<file path="src/rtl/fmul_issue.sv">
// Issue/collect controller around the fmul datapath stage.
// Requests are accepted over valid/ready and their operands go straight to fmul.
// Tags ride a valid/tag pipe matched to the fmul latency.
// Results land in a small result FIFO with a valid/ready output.
// Admission is credit-based, so every issued op already owns a FIFO slot.
module fmul_issue #(
    parameter int unsigned TAG_W    = 4,
    parameter int unsigned FMUL_LAT = 1,
    parameter int unsigned DEPTH    = 3
) (
    input  logic             clk,
    input  logic             rstn,
    input  logic             in_valid,
    output logic             in_ready,
    input  logic [31:0]      in_x1,
    input  logic [31:0]      in_x2,
    input  logic [TAG_W-1:0] in_tag,
    output logic [31:0]      mul_x1,
    output logic [31:0]      mul_x2,
    input  logic [31:0]      mul_y,
    output logic             out_valid,
    input  logic             out_ready,
    output logic [31:0]      out_y,
    output logic [TAG_W-1:0] out_tag,
    output logic             busy
);

    localparam int unsigned PTR_W = (DEPTH > 1) ? $clog2(DEPTH) : 1;
    // Wide enough for inflight + count even in the worst case.
    localparam int unsigned CNT_W = $clog2(DEPTH + FMUL_LAT + 1);

    logic [FMUL_LAT-1:0] vld_q;
    logic [TAG_W-1:0]    tag_q [FMUL_LAT];

    logic [31:0]         mem_y_q   [DEPTH];
    logic [TAG_W-1:0]    mem_tag_q [DEPTH];
    logic [PTR_W-1:0]    rd_ptr_q, rd_ptr_d;
    logic [PTR_W-1:0]    wr_ptr_q, wr_ptr_d;
    logic [CNT_W-1:0]    count_q, count_d;
    logic [CNT_W-1:0]    inflight;

    logic in_fire;
    logic push;
    logic pop;

    function automatic logic [PTR_W-1:0] ptr_inc(input logic [PTR_W-1:0] p);
        return (p == PTR_W'(DEPTH - 1)) ? '0 : p + PTR_W'(1);
    endfunction

    // Operands go to fmul every cycle; unfired results are dropped by the valid pipe.
    assign mul_x1 = in_x1;
    assign mul_x2 = in_x2;

    assign in_fire = in_valid & in_ready;
    assign push    = vld_q[FMUL_LAT-1];
    assign pop     = out_valid & out_ready;

    // Count the valid pipe stages: ops issued whose result has not reached the FIFO.
    always_comb begin
        inflight = '0;
        for (int i = 0; i < int'(FMUL_LAT); i++) begin
            inflight = inflight + CNT_W'(vld_q[i]);
        end
    end

    // Credit check uses registered state only, so it has no path from out_ready.
    assign in_ready  = (inflight + count_q) < CNT_W'(DEPTH);
    assign out_valid = (count_q != '0);
    assign out_y     = mem_y_q[rd_ptr_q];
    assign out_tag   = mem_tag_q[rd_ptr_q];
    assign busy      = (inflight != '0) | (count_q != '0);

    // Valid/tag pipe: stage 0 loads every edge, later stages shift.
    always_ff @(posedge clk or negedge rstn) begin
        if (!rstn) begin
            vld_q <= '0;
            for (int i = 0; i < int'(FMUL_LAT); i++) begin
                tag_q[i] <= '0;
            end
        end else begin
            vld_q[0] <= in_fire;
            tag_q[0] <= in_tag;
            for (int i = 1; i < int'(FMUL_LAT); i++) begin
                vld_q[i] <= vld_q[i-1];
                tag_q[i] <= tag_q[i-1];
            end
        end
    end

    // FIFO pointer and occupancy next state.
    always_comb begin
        rd_ptr_d = rd_ptr_q;
        wr_ptr_d = wr_ptr_q;
        count_d  = count_q;
        if (push) begin
            wr_ptr_d = ptr_inc(wr_ptr_q);
        end
        if (pop) begin
            rd_ptr_d = ptr_inc(rd_ptr_q);
        end
        unique case ({push, pop})
            2'b10:   count_d = count_q + CNT_W'(1);
            2'b01:   count_d = count_q - CNT_W'(1);
            default: count_d = count_q;
        endcase
    end

    // FIFO pointer and occupancy registers.
    always_ff @(posedge clk or negedge rstn) begin
        if (!rstn) begin
            rd_ptr_q <= '0;
            wr_ptr_q <= '0;
            count_q  <= '0;
        end else begin
            rd_ptr_q <= rd_ptr_d;
            wr_ptr_q <= wr_ptr_d;
            count_q  <= count_d;
        end
    end

    // FIFO storage; cleared on reset so out_y/out_tag read zero while empty.
    always_ff @(posedge clk or negedge rstn) begin
        if (!rstn) begin
            for (int i = 0; i < int'(DEPTH); i++) begin
                mem_y_q[i]   <= '0;
                mem_tag_q[i] <= '0;
            end
        end else if (push) begin
            mem_y_q[wr_ptr_q]   <= mul_y;
            mem_tag_q[wr_ptr_q] <= tag_q[FMUL_LAT-1];
        end
    end

endmodule

</file>
<file path="config.mk">
export PLATFORM = sky130hd
export DESIGN_NAME = fmul_issue
export DESIGN_NICKNAME = d
export VERILOG_FILES = /design/src/rtl/fmul_issue.sv
export SDC_FILE = /design/constraint.sdc
export NUM_CORES = 1
export LEC_CHECK = 0
export CAP_MARGIN = 15
export CELL_PAD_IN_SITES_DETAIL_PLACEMENT = 0
export CELL_PAD_IN_SITES_GLOBAL_PLACEMENT = 1
export CORE_MARGIN = 4
export CORE_UTILIZATION = 35
export CTS_CLUSTER_SIZE = 25
export DETAILED_ROUTE_END_ITERATION = 10
export HOLD_SLACK_MARGIN = 0.03
export PLACE_DENSITY_LB_ADDON = 0.1
export RECOVER_POWER = 50
export SYNTH_ARGS = -nofsm -noshare
export SYNTH_HDL_FRONTEND = slang
export SYNTH_SLANG_ARGS = --single-unit
</file>
<file path="constraint.sdc">
create_clock -name clk -period 2.2 [get_ports clk]
set_input_delay 0.44 -clock clk [delete_from_list [all_inputs] [get_ports clk]]
set_output_delay 0.44 -clock clk [all_outputs]
set_load 0.05 [all_outputs]
</file>
== After elaboration in Yosys (flattened, before gate mapping) ==
Cells that the tools add are included.
Cells by class
  $add $sub $neg: 5
  magnitude comparators: 4
  equality and inequality tests: 4
  multiplexer cells: 15
  bitwise gates (word level): 5
  reduce and logical (&&, ||, !) cells: 3
Operators by type and width (count)
  $bwmux 96: 1
  $mux 32: 3
  $bmux 32 s2: 1
  $demux 32 s2: 1
  $bwmux 12: 1
  $mux 4: 3
  $bmux 4 s2: 1
  $demux 4 s2: 1
  $eq 2x2->1 const B: 3
  $ge 3x3->1 const B: 2
  $not 2->3: 2
  $pmux 3 s2: 1
  $add 2x1->2 const B: 2
  $mux 2: 2
  $add 1x3->3: 1
  $add 3x1->3 const B: 1
  $lt 3x1->1 const B: 1
  $lt 3x2->1 const B: 1
  $reduce_bool 3->1: 1
  $sub 3x1->3 const B: 1
  $and 1x1->1: 2
  $eq 2x1->1 const B: 1
  $reduce_bool 2->1: 1
  $logic_and 1x1->1: 1
  $or 1x1->1: 1
Storage, ports and cells
  flip-flop bits (word level): 120
  bits of input ports: 104
  output and inout bits: 103
  word-level logic and storage cells: 47

== Logic depth before layout (Yosys ltp) ==
  depth after elaboration: 6
  gate-level depth with buffers: 8
  mapped depth without buffers: 8

== Least setup slack after synthesis ==
No wires, ideal clock.
  path kind: flip-flop to output port
  start point: register rd_ptr_q[1]
  end point: output port out_y[12]
  arrival: 2.063 ns
  required time: 1.760 ns
  slack: -0.303 ns
  stages on the path, launching flop included: 5
  buffers on the path: 2
  path through: dfrtp_1 -> buf_2 -> buf_2 -> mux2i_1 -> o21ai_0
On the way
  longest elaborated chain between the ends: 4
Ends and longest elaborated chain
  from (decl): line 37  | logic [PTR_W-1:0] rd_ptr_q, rd_ptr_d;
  from (signal assigned): line 115  | rd_ptr_q <= rd_ptr_d;
  $not 2->3 (implied by the code): line 69  | assign out_y = mem_y_q[rd_ptr_q];
  $bmux 32 s2: line 69
  $mux 32 (implied by the code) (2 in a row): line 69
  to (decl): line 23  | output logic [31:0] out_y,
Every way passes these cells. The select of a mux whose other input is x is not followed.

== Worst setup path after layout ==
  start point: register vld_q (netlist: push)
  end point: output port in_ready
On the way
  longest elaborated chain between the ends: 2
Ends and longest elaborated chain
  from (decl): line 32  | logic [FMUL_LAT-1:0] vld_q;
  from (signal, indexed assignment): line 84  | vld_q[i] <= vld_q[i-1];
  $add 1x3->3: line 67  | assign in_ready = (inflight + count_q) < CNT_W'(DEPTH);
  $lt 3x2->1: line 67
  to (decl): line 14  | output logic in_ready,
Every way passes these cells.

==> tab_implementation.tex <==
\begin{tabular}{lr}
\hline
Metric & Value \\
\hline
\multicolumn{2}{l}{\textbf{Layout}} \\
Final standard cell count with taps included and fillers excluded & 712 \\
Layout overhead on the synthesized area & 28.3\% \\
Total Nets Final & 588 \\
Post-Route Utilization & 0.456 \\
Reg area & 3010 um2 \\
Fraction of layout instances using a drive strength above 1 & 0.439 \\
Area of the multi-input gates & 2290 um2 \\
N\_diodes & 0 \\
Final-layout fill cell count & 1,456 \\
\multicolumn{2}{l}{\textbf{STA}} \\
Setup repair after global routing missed its margin & yes \\
Setup WS post-layout & 0.0583 ns \\
Transition time at the pin with the least slew margin & 0.899 ns \\
Post-Route Skew & 0.00906 ns \\
Number of endpoints with negative hold slack in the final report & 0 \\
Rel. slew slack & 0.401 \\
Final worst-path cycle share & 0.974 \\
Max frequency & 467 MHz \\
Slew Viols, Final & 0 \\
Hold Slack & 0.485 ns \\
Number of failing setup endpoints in the final timing report & 0 \\
Tmin final & 2.14 ns \\
\multicolumn{2}{l}{\textbf{Setup path}} \\
Critical path endpoint category & output pin \\
Buffer and inverter count on the worst path & 1 \\
Crit path kind & flip-flop to output pin \\
Launch instance of the worst register-to-register path & push \\
Critical Path RT & 1.76 ns \\
Ordered cell list for the critical path & ha\_2, ha\_1, xor2\_1, a21oi\_2, buf\_12 \\
Worst setup slack for register-to-register paths & 0.37 ns \\
Critical path fanouts, max & 4 \\
Worst R2R End & mem\_y\_q[93] \\
Number of cells on the worst reg-to-reg path & 4 \\
Data arrival at the endpoint of the critical path & 1.70 ns \\
Crit path max-delay cell type & sky130\_fd\_sc\_hd\_\_dfrtp\_1 \\
Delay contributed by the slowest stage of the critical path & 0.43 ns \\
Type of origin of the critical path & flip-flop \\
Family with the most delay on the worst path & flip-flops \\
\multicolumn{2}{l}{\textbf{Drt}} \\
DRC marker count from the first detailed-route iteration & 117 \\
WL per Instance & 17.8 um \\
Total number of vias & 3,431 \\
Detailed-route vias per instance & 4.82 \\
Number of iterations in the first detailed-routing pass & 4 \\
Antenna Nets Post-Route & 0 \\
Number of DRC violations after detailed routing & 0 \\
Wire length after detailed routing & 12,700 um \\
\multicolumn{2}{l}{\textbf{Global route}} \\
Number of global-route vias before repair & 3,690 \\
Grt ovf & 0 \\
Largest net degree at the start of global routing & 51 \\
Initial antenna violation count & 0 \\
Global-route wire length before repair & 20,100 um \\
Tot GR Track Use & 0.142 \\
\multicolumn{2}{l}{\textbf{Synth}} \\
Register bit total from synthesis & 120 \\
Synth unique cells & 30 \\
Synthesized Nets & 560 \\
Post-synthesis instance area & 5880 um2 \\
Synthesis Warnings & 0 \\
Number of standard cells after synthesis & 452 \\
Register area share after synthesis & 0.511 \\
Avg Synthesized Cell Area & 13.0 um2 \\
\multicolumn{2}{l}{\textbf{Power and ir drop}} \\
Portion of total power attributed to the clock network & 0.190 \\
Combinational fraction of design power & 0.554 \\
Cell-internal power & 0.00938 W \\
Maximum vdd ir drop & 1.07 mV \\
Net load switching power & 0.00578 W \\
Power density over cell area & 2010 nW/um2 \\
Static leakage power & 3.31 nW \\
Share of total power consumed by net switching & 0.381 \\
Power share of the sequential group & 0.256 \\
\multicolumn{2}{l}{\textbf{Min path}} \\
Worst min-delay path startpoint & mem\_y\_q[80] \\
Worst hold path cell count & 1 \\
Class of the tightest hold or removal check & flip-flop to flip-flop \\
Capture endpoint of the worst hold path & mem\_y\_q[80] \\
\multicolumn{2}{l}{\textbf{Place}} \\
Placed cell count & 679 \\
Worst slack, placed & 0.0280 ns \\
Estimated wirelength of the detail-placed design & 8090 um \\
Count of buffers inserted at the top-level ports & 78 \\
Final estimated routing congestion in global placement & 0.741 \\
\multicolumn{2}{l}{\textbf{Clock network}} \\
Sink Count & 120 \\
Clock buffers created by TritonCTS & 17 \\
Clock tree from TritonCTS & done \\
Number of levels in the clock H-tree & 4 \\
Clock edge transition at the registers on the reported setup and hold paths & 0.05 ns \\
Worst-case clock buffer depth & 2 \\
Clock latency reported for the late side of the worst-skew pair & 0.40 ns \\
Clock root buffer & sky130\_fd\_sc\_hd\_\_clkbuf\_16 \\
\multicolumn{2}{l}{\textbf{Die}} \\
I/O pins & 207 \\
Core ar. & 16,500 um2 \\
Die height & 138 um \\
Std cell rows & 47 \\
Die Footprint & 18,900 um2 \\
Starting density of the core & 0.356 \\
DIE WIDTH & 138 um \\
\multicolumn{2}{l}{\textbf{Outcome}} \\
Outcome & complete, no violations \\
\multicolumn{2}{l}{\textbf{Run}} \\
Max-cap violations & 0 \\
\hline
\end{tabular}
[state kept, by name, summed over array words and instances (netlist names)]
| signal | cells |
|---|---|
| count_q | 3 |
| mem_y_q | 96 |
| tag_q | 4 |
| mem_tag_q | 12 |
| rd_ptr_q | 2 |
| wr_ptr_q | 2 |
| push | 1 |
[cell families after synthesis]
kind of cell,Yosys count,share of synthesized area
mux,146,0.291
xor+xnor,4,0.00596
simple gates,45,0.0343
buf+inv,92,0.112
fa+ha+maj,4,0.00979
compound gates,41,0.0362
flops,120,0.511
[final cells by class]
| class | count | area share |
|---|---|---|
| Sequential cell | 120 | 0.399 |
| Multi-Input combinational cell | 240 | 0.304 |
| Timing Repair Buffer | 95 | 0.177 |
| Clock buffer | 21 | 0.0611 |
| Tap cell | 220 | 0.0365 |
| Clock inverter | 10 | 0.0199 |
| Inverter | 6 | 0.00299 |
[what timing repair did]
item                                   in CTS  in global routing
setup endpoints to repair                  31                 21
hold buffers                                1                  0
gates resized for setup                     3                 21
endpoints found under the hold margin      32                  0
setup buffers                               1                  0
[cells in the mapped netlist, drive strengths merged]
library cell / count / area [um2]
nand2: 36 / 135
nand2b: 1 / 6.26
a21oi: 1 / 5.00
buf: 82 / 621
or3: 2 / 12.5
nor2b: 1 / 6.26
a21o: 2 / 15.0
and2: 1 / 6.26
mux2i: 37 / 370
xnor2: 1 / 8.76
inv: 6 / 22.5
o21ai: 37 / 185
dfrtp: 120 / 3000
nand3: 1 / 10.0
o31ai: 1 / 7.51
nor3: 2 / 21.3
ha: 3 / 37.5
xor2: 3 / 26.3
clkbuf: 4 / 15.0
fa: 1 / 20.0
mux2: 109 / 1340
nor2: 1 / 3.75
[power by group through the flow]
| stage | clock, W | sequential, W | combinational, W |
|---|---|---|---|
| floorplan | 0 | 0.00375 | 0.00513 |
| global placement | 0 | 0.00387 | 0.00822 |
| detailed placement | 0 | 0.00391 | 0.00832 |
| CTS | 0.00296 | 0.00388 | 0.00837 |
| global route | 0.00308 | 0.00402 | 0.00884 |
| finish | 0.00288 | 0.00389 | 0.00839 |
[worst max path at each step]
stage	slack, ns	start	to	cells after the start
final	0.06	push	in_ready	5
after detailed placement	0.03	out_ready	count_q[2]	9
after floorplan	0.05	count_q[0]	in_ready	4
after CTS	0.008	rd_ptr_q[1]	out_y[7]	4
after global routing	-0.02	push	in_ready	5
after global placement	0.08	out_ready	count_q[2]	9
[routing by layer]
layer / wire (um) / GRT usage
met5: 0 / 0
met4: 246 / 0.0538
met3: 744 / 0.0508
met2: 6060 / 0.225
met1: 5620 / 0.177
[cells in the final DEF, fill, tap and decap left out, types with 2 or more instances in the layout]
cell type	count
sky130_fd_sc_hd__clkinv_2	6
sky130_fd_sc_hd__ha_1	2
sky130_fd_sc_hd__mux2_1	2
sky130_fd_sc_hd__dfrtp_1	117
sky130_fd_sc_hd__clkbuf_8	2
sky130_fd_sc_hd__buf_4	7
sky130_fd_sc_hd__nand2_1	36
sky130_fd_sc_hd__clkbuf_1	3
sky130_fd_sc_hd__mux2_2	77
sky130_fd_sc_hd__o21ai_2	16
sky130_fd_sc_hd__mux2_4	30
sky130_fd_sc_hd__mux2i_1	37
sky130_fd_sc_hd__dfrtp_2	3
sky130_fd_sc_hd__buf_12	41
sky130_fd_sc_hd__a21o_1	2
sky130_fd_sc_hd__xor2_1	3
sky130_fd_sc_hd__o21ai_1	20
sky130_fd_sc_hd__buf_6	4
sky130_fd_sc_hd__clkdlybuf4s50_1	34
sky130_fd_sc_hd__inv_1	5
sky130_fd_sc_hd__clkbuf_16	17
sky130_fd_sc_hd__bufinv_16	4
sky130_fd_sc_hd__dlygate4sd3_1	5
[stage by stage]
stage	TNS (ns)	area, um2	power [W]
after floorplan	0	5880	0.00888
after global placement	0	6850	0.0121
after detailed placement	0	6850	0.0122
after CTS	0	7480	0.0152
after global routing	-0.0215	7540	0.0159
final	0	7540	0.0152
(Power assumes the default switching activity.)
==> variant 1: new RTL, same flow settings <==
Reset style: synchronous (`rstn`), changed in 3 clocked blocks.
--- a/src/rtl/fmul_issue.sv
+++ b/src/rtl/fmul_issue.sv
@@ -72,5 +72,5 @@
 
     // Valid/tag pipe: stage 0 loads every edge, later stages shift.
-    always_ff @(posedge clk or negedge rstn) begin
+    always_ff @(posedge clk) begin
         if (!rstn) begin
             vld_q <= '0;
@@ -107,5 +107,5 @@
 
     // FIFO pointer and occupancy registers.
-    always_ff @(posedge clk or negedge rstn) begin
+    always_ff @(posedge clk) begin
         if (!rstn) begin
             rd_ptr_q <= '0;
@@ -120,5 +120,5 @@
 
     // FIFO storage; cleared on reset so out_y/out_tag read zero while empty.
-    always_ff @(posedge clk or negedge rstn) begin
+    always_ff @(posedge clk) begin
         if (!rstn) begin
             for (int i = 0; i < int'(DEPTH); i++) begin
Behaviour: differs if rstn is asserted again (counterexample within 4 cycles, from zero or initial values and one cycle with rstn low); with rstn held inactive, the same outputs for 4 cycles.
==> variant 1 against the original RTL <==
  * Synthesized cell count fell by 4.0%
  * Design area rose by 11%
  * Via count rose by 1.2%
  * Wire length rose by 14%
  * Non-clock buffer count rose by 3
  * Sequential share of layout area rose by 15 points
  * Sequential cell count rose by 38
  * Synthesized area rose by 20%
  * Die area rose by 19%
  * Worst setup slack got worse by 0.050 ns
Power is not compared: it rests on default switching activity, and its combinational part moved more than twofold at a synthesized area within 25%.
==> variant 1: results (changes against the original RTL) <==
* Fin Hold WS at 0.461 ns (-0.0246 ns)
* Met3 usage at 3.85% (-1.2 points)
* Total Wirelength at 14400 um (+14%)
* Asr flop ratio synth at 0% (-100 points)
* Reg2reg end: count_q[2]
* Synth Instances at 434 (-4.0%)
* Post-synthesis mux area share at 11.5% (-18 points)
* Post-synth top cells: edfxtp_1, and2_1, buf_4
* Wl on met1 at 6290 um (+12%)
* Layout Skew at 0.00514 ns (-0.00392 ns)
* First-pass GRT wire length at 22300 um (+11%)
* Run status: completed
* Drt initial violations at 178 (+52%)
* Routed vias/inst at 4.66 (-3.3%)
* Via count at 3471 (+1.2%)
* Synth Area in XOR/XNOR at 0.372% (-0.22 points)
* Largest regs: mem_y_q (128), mem_tag_q (16), tag_q (4)
* Worst-Skew Late Latency at 0.42 ns (+0.02 ns)
* Post-CTS Setup Repair Bufs at 0 (-1)
* CP max stage cell: mux4_2
* Largest net degree at the start of global routing at 37 (-27%)
* Max incr delay on CP at 0.57 ns (+0.14 ns)
* Metal2 WL at 7090 um (+17%)
* Ranking of synthesized cells by area: edfxtp_1, mux4_2, and2_1
* Dpl hpwl at 8580 um (+6.0%)
* Tot GR Track Use at 13.5% (-0.66 points)
* CP top delay family: multiplexers
* Mapped Nets at 542 (-3.2%)
* Slew Limit Headroom at 54.1% (+14 points)
* Register area share after synthesis at 65.1% (+14 points)
## variant 1: where the power goes
group / internal (mW) / switching (mW) / total, mW
Combinational: 1.16 / 1.65 / 2.81
Sequential: 3.48 / 0.0936 / 3.57
Clock: 1.87 / 1.10 / 2.97
## variant 1: area by class of cell
type	count	area [um2]
Timing Repair Buffer	98	1060
Clock inverter	10	146
Inverter	5	18.8
Multi-Input combinational cell	189	1800
Clock buffer	20	437
Sequential cell	158	4610
Tap cell	265	332
Fill cell	1823	11200
## variant 1: how the worst max path moves through the flow
stage | to | slack, ns | depth (start not counted)
6_report | out_tag[2] | 0.008 | 3
5_1_grt | out_tag[2] | -0.06 | 3
4_1_cts | out_tag[2] | -0.04 | 3
3_5_place_dp | count_q[2] | -0.11 | 9
3_3_place_gp | count_q[2] | -0.06 | 9
2_1_floorplan | mem_tag_q[2][0] | 0.07 | 3
## variant 1: what timing repair did
action / CTS / global route
hold buffers: 0 / 0
resized for setup: 32 / 8
endpoints found under the setup margin: 32 / 37
cloned: 0 / 0
==> variant 2: new RTL, same settings <==
Without the edit above. `TAG_W`: 4 -> 6.
--- a/src/rtl/fmul_issue.sv
+++ b/src/rtl/fmul_issue.sv
@@ -5,5 +5,5 @@
 // Admission is credit-based, so every issued op already owns a FIFO slot.
 module fmul_issue #(
-    parameter int unsigned TAG_W    = 4,
+    parameter int unsigned TAG_W    = 6,
     parameter int unsigned FMUL_LAT = 1,
     parameter int unsigned DEPTH    = 3
Interface: changed (resized in_tag and out_tag); port bits go from 207 to 211. The function was not compared with the original's and may differ.
==> variant 2 against the original RTL <==
  * Via count increased by 5.2%
  * Design area increased by 2.2%
  * Combinational power rose by 2%
  * Maximum frequency grew 0.46%
  * Die area is 2.4% higher
  * Worst setup slack better by 0.0099 ns
  * Power is 0.97% higher
  * Synthesized area up 2.6%
  * Utilization rose by 0.36 points
  * Wire length is 10% higher
  * Sequential cell count rose by 8
  * Critical endpoint is now out_valid
==> variant 2: results (changes against the original RTL) <==
* Total Wirelength at 14000 um (+10%)
* Slew Limit Headroom at 21.7% (-18 points)
* Pre-CTS setup slack at 0.0565 ns (+0.0285 ns)
* Metal2 WL at 7150 um (+18%)
* Layout cell share with drive strength beyond 1 at 41.1% (-2.8 points)
* Met2 Usage GRT at 25.5% (+3.0 points)
* Synth Instances at 475 (+5.1%)
* Ranking of synthesized cells by area: dfrtp_1, mux2_2, buf_4
* Tot GR Track Use at 15.3% (+1.1 points)
* Dpl hpwl at 9300 um (+15%)
* Internal power at 9.20 mW (-1.9%)
* Mapped Nets at 585 (+4.5%)
* Placed insts at 705 (+3.8%)
* PwrDens at 1990 nW/um2 (-1.2%)
* Largest net degree at the start of global routing at 46 (-9.8%)
* Via count at 3610 (+5.2%)
* Worst VDD drop at 0.00119 V (+11%)
* Met1 Usage GRT at 17.8% (+0.12 points)
* Post-synth cell types at 24 (-20%)
* Seq pwr at 4.08 mW (+5%)
* Placed instance area at 7110 um2 (+3.8%)
* Pre-Repair DR Iteration Count at 6 (+2)
* Clock power share at 17.6% (-1.4 points)
* Synth Area in XOR/XNOR at 0.581% (-0.015 points)
* GPL Wtd Cong at 0.719 (-3.0%)
* Run status: completed
* Wl on met1 at 5670 um (+1.0%)
* Number of global-route vias before repair at 4015 (+8.8%)
* Post-CTS Setup Repair Bufs at 2 (+1)
* Worst-path fanout max at 2 (-2)
* IO Port Bufs at 82 (+5.1%)
* First-pass GRT wire length at 22700 um (+13%)
* Met3 WL at 567 um (-24%)
* # resized after CTS at 4 (+1)
* Post-synthesis adder-cell area fraction at 0.955% (-0.024 points)
* CP max stage cell: dlygate4sd2_1
* Final net count at 618 (+5.1%)
* Compound-Gate Fraction of Synth Area at 3.69% (+0.076 points)
* CP top delay family: buffers and inverters
-- variant 2: changes by cell type after synthesis, sizes merged --
cell / unedited run / this run
mux2i: 37 / 39
o21ai: 37 / 39
nand2: 36 / 38
dfrtp: 120 / 128
mux2: 109 / 115
buf: 82 / 78
clkbuf: 4 / 11
-- variant 2: final timing paths --
check                       startpoint            end  slack, ns
max                         count_q[0]      out_valid       0.07
min                        mem_y_q[39]    mem_y_q[39]       0.50
max reg2reg                       push    mem_y_q[37]       0.18
min reg2reg                mem_y_q[39]    mem_y_q[39]       0.50
max in group asynchronous         rstn    mem_y_q[18]       0.36
min in group asynchronous         rstn  mem_tag_q[17]       0.72
-- variant 2: area by class of cell --
type / count / area [um2]
fillers: 1517 / 9050
flip-flops and latches: 128 / 3200
multi-input cells: 252 / 2220
repair buffers: 103 / 1410
clock buffers: 18 / 439
well taps: 220 / 275
clock inverters: 14 / 133
inverters: 6 / 22.5
